`config.mk`:
```
export PLATFORM = sky130hd
export DESIGN_NAME = hazard_scoreboard
export DESIGN_NICKNAME = d
export VERILOG_FILES = /design/src/rtl/hazard_scoreboard.sv
export SDC_FILE = /design/constraint.sdc
export NUM_CORES = 1
export LEC_CHECK = 0
export ABC_AREA = 1
export ABC_CLOCK_PERIOD_IN_PS = 1900
export CAP_MARGIN = 20
export CORE_ASPECT_RATIO = 0.9
export CORE_MARGIN = 5
export CORE_UTILIZATION = 51
export DETAILED_ROUTE_END_ITERATION = 8
export PLACE_DENSITY_LB_ADDON = 0.25
export SYNTH_ARGS = -nofsm -noshare
export SYNTH_HDL_FRONTEND = slang
export SYNTH_SLANG_ARGS = --single-unit
```
`constraint.sdc`:
```
create_clock -name clock -period 1.9 [get_ports clock]
set_clock_uncertainty 0.15 [all_clocks]
set_input_delay 0.38 -clock clock [delete_from_list [all_inputs] [get_ports clock]]
set_output_delay 0.38 -clock clock [all_outputs]
set_load 0.02 [all_outputs]
```
`src/rtl/hazard_scoreboard.sv`:
```
// hazard_scoreboard: N-way ID-stage forwarding selects, rollback count and MEM-load stall.
// Ports: clock/reset, ID group fields in, advance/squash/mem_load_done in; fwd_a/fwd_b/rollback/stall/err_timeout out.
module hazard_scoreboard #(
    parameter  int N_WAY        = 3,
    parameter  int REG_W        = 5,
    parameter  int MEM_WAIT_MAX = 8,
    localparam int FW_W         = $clog2(2*N_WAY+1),
    localparam int RB_W         = $clog2(N_WAY+1)
) (
    input  logic                   clock,
    input  logic                   reset,
    input  logic [N_WAY-1:0]       id_valid,
    input  logic [N_WAY*REG_W-1:0] id_rs1,
    input  logic [N_WAY*REG_W-1:0] id_rs2,
    input  logic [N_WAY*REG_W-1:0] id_rd,
    input  logic [N_WAY-1:0]       id_wr,
    input  logic [N_WAY-1:0]       id_load,
    input  logic                   advance,
    input  logic                   squash,
    input  logic                   mem_load_done,
    output logic [N_WAY*FW_W-1:0]  fwd_a,
    output logic [N_WAY*FW_W-1:0]  fwd_b,
    output logic [RB_W-1:0]        rollback,
    output logic                   stall,
    output logic                   err_timeout
);

    localparam int WC_W = $clog2(MEM_WAIT_MAX+1);

    logic [N_WAY-1:0]       ex_v, ex_wr, ex_ld;
    logic [N_WAY-1:0]       mem_v, mem_wr, mem_ld;
    logic [N_WAY*REG_W-1:0] ex_rd, mem_rd;
    logic [WC_W-1:0]        wait_cnt;
    logic                   err_q;

    logic [N_WAY*FW_W-1:0]  fwd_a_c, fwd_b_c;
    logic [RB_W-1:0]        rb_c;
    logic [N_WAY-1:0]       keep;
    logic                   stall_c;

    // Later loop iterations overwrite earlier ones: EX beats MEM,
    // and the highest way within a stage wins.
    function automatic logic [FW_W-1:0] fwd_sel(input logic [REG_W-1:0] src);
        logic [FW_W-1:0] s;
        s = '0;
        if (src != '0) begin
            for (int k = 0; k < N_WAY; k++)
                if (mem_v[k] && mem_wr[k] && mem_rd[k*REG_W +: REG_W] == src)
                    s = FW_W'(1 + N_WAY + k);
            for (int k = 0; k < N_WAY; k++)
                if (ex_v[k] && ex_wr[k] && ex_rd[k*REG_W +: REG_W] == src)
                    s = FW_W'(1 + k);
        end
        return s;
    endfunction

    function automatic logic way_hazard(input int i);
        logic             hz;
        logic [REG_W-1:0] s1, s2, rdj;
        hz = 1'b0;
        s1 = id_rs1[i*REG_W +: REG_W];
        s2 = id_rs2[i*REG_W +: REG_W];
        for (int k = 0; k < N_WAY; k++) begin
            if (ex_v[k] && ex_wr[k] && ex_ld[k]) begin
                if (s1 != '0 && ex_rd[k*REG_W +: REG_W] == s1) hz = 1'b1;
                if (s2 != '0 && ex_rd[k*REG_W +: REG_W] == s2) hz = 1'b1;
            end
        end
        for (int j = 0; j < N_WAY; j++) begin
            rdj = id_rd[j*REG_W +: REG_W];
            if (j < i && id_valid[j] && id_wr[j] && rdj != '0)
                if (rdj == s1 || rdj == s2) hz = 1'b1;
        end
        return hz;
    endfunction

    always_comb begin
        fwd_a_c = '0;
        fwd_b_c = '0;
        for (int i = 0; i < N_WAY; i++) begin
            fwd_a_c[i*FW_W +: FW_W] = fwd_sel(id_rs1[i*REG_W +: REG_W]);
            fwd_b_c[i*FW_W +: FW_W] = fwd_sel(id_rs2[i*REG_W +: REG_W]);
        end
    end

    // Descending scan so the oldest hazarded way sets the count.
    always_comb begin
        rb_c = '0;
        for (int i = N_WAY-1; i >= 0; i--)
            if (id_valid[i] && way_hazard(i))
                rb_c = RB_W'(N_WAY - i);
    end

    always_comb begin
        keep = '0;
        for (int i = 0; i < N_WAY; i++)
            keep[i] = (i < N_WAY - int'(rb_c));
    end

    assign stall_c = (|(mem_v & mem_ld)) && !mem_load_done;

    always_ff @(posedge clock or negedge reset) begin
        if (!reset) begin
            ex_v     <= '0;
            ex_wr    <= '0;
            ex_ld    <= '0;
            ex_rd    <= '0;
            mem_v    <= '0;
            mem_wr   <= '0;
            mem_ld   <= '0;
            mem_rd   <= '0;
            wait_cnt <= '0;
            err_q    <= 1'b0;
        end else if (squash) begin
            ex_v <= '0;
            if (!stall_c) begin
                mem_v  <= ex_v;
                mem_wr <= ex_wr;
                mem_ld <= ex_ld;
                mem_rd <= ex_rd;
            end
        end else if (stall_c) begin
            if (wait_cnt != WC_W'(MEM_WAIT_MAX))
                wait_cnt <= wait_cnt + WC_W'(1);
            // Set on the edge where the count arrives at the limit.
            if (wait_cnt >= WC_W'(MEM_WAIT_MAX-1))
                err_q <= 1'b1;
        end else if (advance) begin
            mem_v    <= ex_v;
            mem_wr   <= ex_wr;
            mem_ld   <= ex_ld;
            mem_rd   <= ex_rd;
            ex_v     <= id_valid & keep;
            ex_wr    <= id_wr;
            ex_ld    <= id_load;
            ex_rd    <= id_rd;
            wait_cnt <= '0;
        end
    end

    assign fwd_a       = reset ? fwd_a_c : '0;
    assign fwd_b       = reset ? fwd_b_c : '0;
    assign rollback    = reset ? rb_c    : '0;
    assign stall       = reset && stall_c;
    assign err_timeout = reset && err_q;

endmodule

```
* Yosys cells after proc, flatten, opt, wreduce, memory -nomap -nowiden *
Cells that the tools add are included.

word-level totals
  bits in latches = 0
  input bits = 59
  RAM bits = 0
  register bits after elaboration = 53
  memories = 0
  output and inout port bits = 22
  ROM bits = 0
  word-level logic and storage cells = 261

cells by class
  multipliers = 0
  eq/ne operators = 45
  reduce and logical (&&, ||, !) cells = 93
  div/mod/pow operators = 0
  muxes and demuxes = 103
  shift operators = 0
  add/subtract/negate cells = 2
  bitwise gates (word level) = 4
  order comparisons = 4

operators with widths
  cell                 count
  $eq 5x5->1           42
  $mux 3               57
  $logic_and 1x1->1    73
  $mux 15              4
  $reduce_bool 5->1    8
  $mux 1               34
  $mux 9               2
  $mux 4               3
  $reduce_and 3->1     3
  $and 3x3->3          2
  $mux 2               3
  $add 4x1->4 const B  1
  $ge 4x3->1 const B   1
  $ne 4x4->1 const B   1
  $reduce_and 2->1     2
  $reduce_bool 2->1    2
  $logic_or 1x1->1     3
  $lt 1x3->1 const A   1
  $lt 2x3->1 const A   1
  $lt 3x3->1 const A   1
  $reduce_or 3->1      1
  $sub 2x2->3 const A  1
  $ne 2x1->1 const B   1
  $ne 2x2->1 const B   1
  2 further kinds      3

* Logic depth before layout (Yosys ltp) *
  word-level depth = 25
  gate-level depth with buffers = 13
  gate-level depth less buffers = 12

* Least setup slack after synthesis *
No wires, ideal clock.

  path type = in2out
  from = input id_rs2[8]
  to = output fwd_b[5]
  path slack = -0.337 ns
  arrival = 1.707 ns
  stages = 8
  data required time = 1.370 ns
  path through = buf_6 > inv_2 > nand2_1 > a221oi_1 > nand3_1 > nand2_1 > nor2_1 > nor4_1

on the way
  cells in the longest elaborated chain, start to end = 10

ends and longest elaborated chain
  item                 line  text
  start: declaration   14    input logic [N_WAY*REG_W-1:0] id_rs2,
  $eq 5x5->1           48    if (mem_v[k] && mem_wr[k] && mem_rd[k*REG_W +: REG_W] == src)
  $logic_and 1x1->1    48
  $mux 3 (3 in a row)  48
  $mux 3 (3 in a row)  51    if (ex_v[k] && ex_wr[k] && ex_rd[k*REG_W +: REG_W] == src)
  $mux 3 *             46    if (src != '0) begin
  $mux 9 *             142   assign fwd_b = reset ? fwd_b_c : '0;
  end: declaration     22    output logic [N_WAY*FW_W-1:0] fwd_b,

Every way passes the cells marked *; elsewhere a longest branch is shown, timed or not.

* Worst setup path after layout *
  from = register ex_rd[6]
  to = output rollback[0]

on the way
  cells in the longest elaborated chain, start to end = 17

ends and longest elaborated chain
  item                      line  text
  start: declaration        32    logic [N_WAY*REG_W-1:0] ex_rd, mem_rd;
  start signal: assignment  136   ex_rd <= id_rd;
  $eq 5x5->1                65    if (s1 != '0 && ex_rd[k*REG_W +: REG_W] == s1) hz = 1'b1;
  $logic_and 1x1->1         65
  $mux 1                    65
  $mux 1                    66    if (s2 != '0 && ex_rd[k*REG_W +: REG_W] == s2) hz = 1'b1;
  $mux 1                    64    if (ex_v[k] && ex_wr[k] && ex_ld[k]) begin
  $mux 1                    65
  $mux 1                    66
  $mux 1                    64
  $mux 1                    72    if (rdj == s1 || rdj == s2) hz = 1'b1;
  $mux 1                    71    if (j < i && id_valid[j] && id_wr[j] && rdj != '0)
  $mux 1                    72
  $mux 1                    71
  $logic_and 1x1->1         90    if (id_valid[i] && way_hazard(i))
  $mux 1                    90
  $mux 2                    90
  $mux 2 *                  90
  $mux 2 *                  143   assign rollback = reset ? rb_c : '0;
  end: declaration          23    output logic [RB_W-1:0] rollback,

Marks and branches as above.

==> reports/results.ini <==
[status]
outcome = complete, but fails checks
violations = negative setup slack

[worst_setup_path]
r2r_end = ex_v[2]
crit_type = flip-flop to primary output
required_ns = 1.37
ff2ff_setup_slack_ns = -0.20
reg2reg_depth = 12
cp-end-kind = primary output
worstSetupStartpoint = ex_rd[6]
cp_max_fo = 6
crit_end = rollback[0]
r2r-start = ex_rd[5]
arrival_ns = 2.39
cp-start-kind = flip-flop

[routing]
drc = 0
firstDrtPassIters = 9
ant_nets = 0
drt_iter0_markers = 1421
via_per_inst = 6.33
wl_per_cell_um = 23.5
num_vias = 8710
routed_wl_um = 32400

[clock_tree]
clkLatencyLatePin_ns = 0.30
cts_tree = yes
clock_sinks = 53
cts_buffers = 5
clk_pin_slew_ns = 0.08
hold_buffers = 0
clock_path_buffers = 2
ctsHtreeMaxLevel = 2
cts-root-buf = clkbuf_16

[grt]
overflow = 0
grt_usage_pct = 38.4
grt_first_pass_wirelength_um = 42700
grt_pass1_vias = 7945
grt_max_degree = 51
antenna_found_initial = 0

[die]
die_w_um = 125
core_area_sq_um = 11500
dieArea_sq_um = 14100
start_util_pct = 52.5
ioPinCount = 81
placementRows = 37
die-height_um = 113

[placed_design]
gp_congestion = 1.09
dp_hpwl_um = 20400
portBuffers = 80
place_inst = 1314

[timing]
clock.fmax_mhz = 342
rsz0062_at_grt = true
hold_violations = 0
setup_tns_ns = -15.12
worst_slew_pin_slew_ns = 0.692
setup_viol = 49
worst_slack_ns = -1.02
slew_violations = 0
fin_crit_sh_pct = 154
relSlewSlack_pct = 53.8
fin_crit_ns = 2.92

[synth]
synth_top_family_by_area = simple AND/OR/NAND/NOR gates
netlist_area_sq_um = 6030
async_flop_share_pct = 100
muxShareOfSynthArea_pct = 0.561
netlist.area_leader.share_pct = 22.0
synth_cell_type_count = 44
synth-seq-area-share_pct = 22.0
yosysMostFrequentCell = nand2_1
synthAdderAreaFrac_pct = 0.415
synth_xor_area_share_pct = 13.2
synth_compound_area_share_pct = 17.1
ys_seq_elements = 53
yosys.area_share.simple_pct = 31.5
avgSynthCellArea_sq_um = 6.65
synth_ff_type = dfrtp_1
synth_edf_count = 0
yosysTopAreaCell = dfrtp_1
ys_top_cells_by_count = nand2_1 (231), nor2_1 (75), o21ai_0 (60)
yosys_warnings = 0
synth_nets = 968
synth_area_leaders = dfrtp_1 (22%), nand2_1 (14%), xor2_1 (8.1%), buf_6 (5.2%), xnor2_1 (5.1%)
syn_inst = 907

[layout]
area_growth_pct = 66.4
stdcell_count = 1377
nets = 1281
final_layout_size_suffix_gt1_share_pct = 44.2
n_antenna_cell = 0

[power]
powerDensity_nw_per_um2 = 696
power_leakage_uw = 0.00485
ir_drop_mv = 0.498

[job]
drv_cap = 0

[min_path]
hold_class = primary input to asynchronous set/reset pin

## registers in the layout, summed over array words and instances (netlist names), 3 cells and up
register	flops
mem_v	3
mem_wr	3
mem_ld	3
ex_ld	3
mem_rd	15
ex_v	3
ex_rd	15
wait_cnt	4
ex_wr	3
## worst min-delay path by stage
| stage | startpoint | end | slack [ns] | cells after the start |
|---|---|---|---|---|
| 4_1_cts | reset | ex_rd[2] | 0.03 | 3 |
| 2_1_floorplan | reset | err_q | -0.07 | 0 |
| 5_1_grt | reset | ex_rd[2] | 0.06 | 3 |
| 3_5_place_dp | err_q | err_q | 0.32 | 2 |
| 6_report | reset | ex_rd[2] | 0.05 | 3 |
| 3_3_place_gp | err_q | err_q | 0.30 | 2 |
## where the power goes
part | internal, uW | leakage (uW) | switching (uW) | total (uW)
combinational | 1950 | 0.00412 | 2300 | 4250
sequential | 1350 | 0.000652 | 297 | 1650
clock | 627 | 0.0000810 | 463 | 1090
total | 3920 | 0.00485 | 3060 | 6980
## routing by layer
| metal | track usage [%] | wire length (um) | vias to the layer above |
|---|---|---|---|
| met1 | 47.7 | 10700 | 3913 |
| met2 | 61.3 | 13600 | 888 |
| met3 | 8.87 | 4780 | 290 |
| met5 | 0 | 0 | - |
| li1 | - | - | 3619 |
| met4 | 22.3 | 3250 | 0 |
## cell usage in the layout, fill, tap and decap left out, types with 5 or more instances in the layout
cell and count:
o22ai_1 34, clkdlybuf4s50_1 20, nand4_1 39, dfrtp_2 10
buf_2 6, dfrtp_1 43, clkbuf_16 8, xnor2_1 31
nand2_2 30, buf_12 21, inv_4 16, o21ai_2 8
o21ai_1 19, a21oi_4 5, inv_2 27, inv_1 42
nand3_2 12, a21oi_2 25, nand2_4 6, buf_4 225
nor2_1 55, a21oi_1 26, nand2_1 204, nor2_4 7
nand3_1 20, nor3_1 5, buf_6 61, dlygate4sd2_1 27
xor2_1 56, nor2_2 22, o21ai_0 43
## metrics by stage
stage               hold slack (ns)  total power, uW  cell area (sq um)  worst slack [ns]  utilization (%)
floorplan                   -0.0656             3290               6230           -0.0794                -
global placement              0.298             4930               8700             -1.54             75.8
detailed placement            0.319             4970               8700             -1.56             75.8
CTS                          0.0344             6310               9470            -0.656             82.5
global route                 0.0567             7170              10000             -1.08             87.3
finish                       0.0502             6980              10000             -1.02             87.3
## area by class of cell
cell class	count	area (sq um)
inverter	93	413
sequential	53	1340
tap	156	195
fill	646	1450
timing repair buffer	374	3550
multi-input combinational	693	4370
clock buffer	6	129
clock inverter	2	38.8
## critical path, cell delays in order (launching register included)
cell     delay (ns)
dfrtp_2        0.56
buf_6          0.15
nand2_2        0.05
a21oi_2        0.19
nand4_1        0.10
nand2_1        0.13
nand2_2        0.11
nand2_2        0.10
nor2_2         0.04
nor2_2         0.12
nand2_2        0.12
a21oi_4        0.25
buf_6          0.15
## repair_timing
action,in CTS,in global routing
endpoints found under the hold margin,0,0
pin swaps,77,58
endpoints found under the setup margin,25,43
cloned,4,4
gates resized for setup,279,102
buffers inserted,28,21
## cell families (layout without fill, tap and decap cells)
kind of cell / Yosys count / in the layout
simple gates: 418 / 418
compound gates: 178 / 179
buf+inv: 162 / 475
xor+xnor: 91 / 91
flops: 53 / 53
mux: 3 / 3
fa+ha+maj: 2 / 2
No activity file was read; power rests on OpenSTA's default activity.
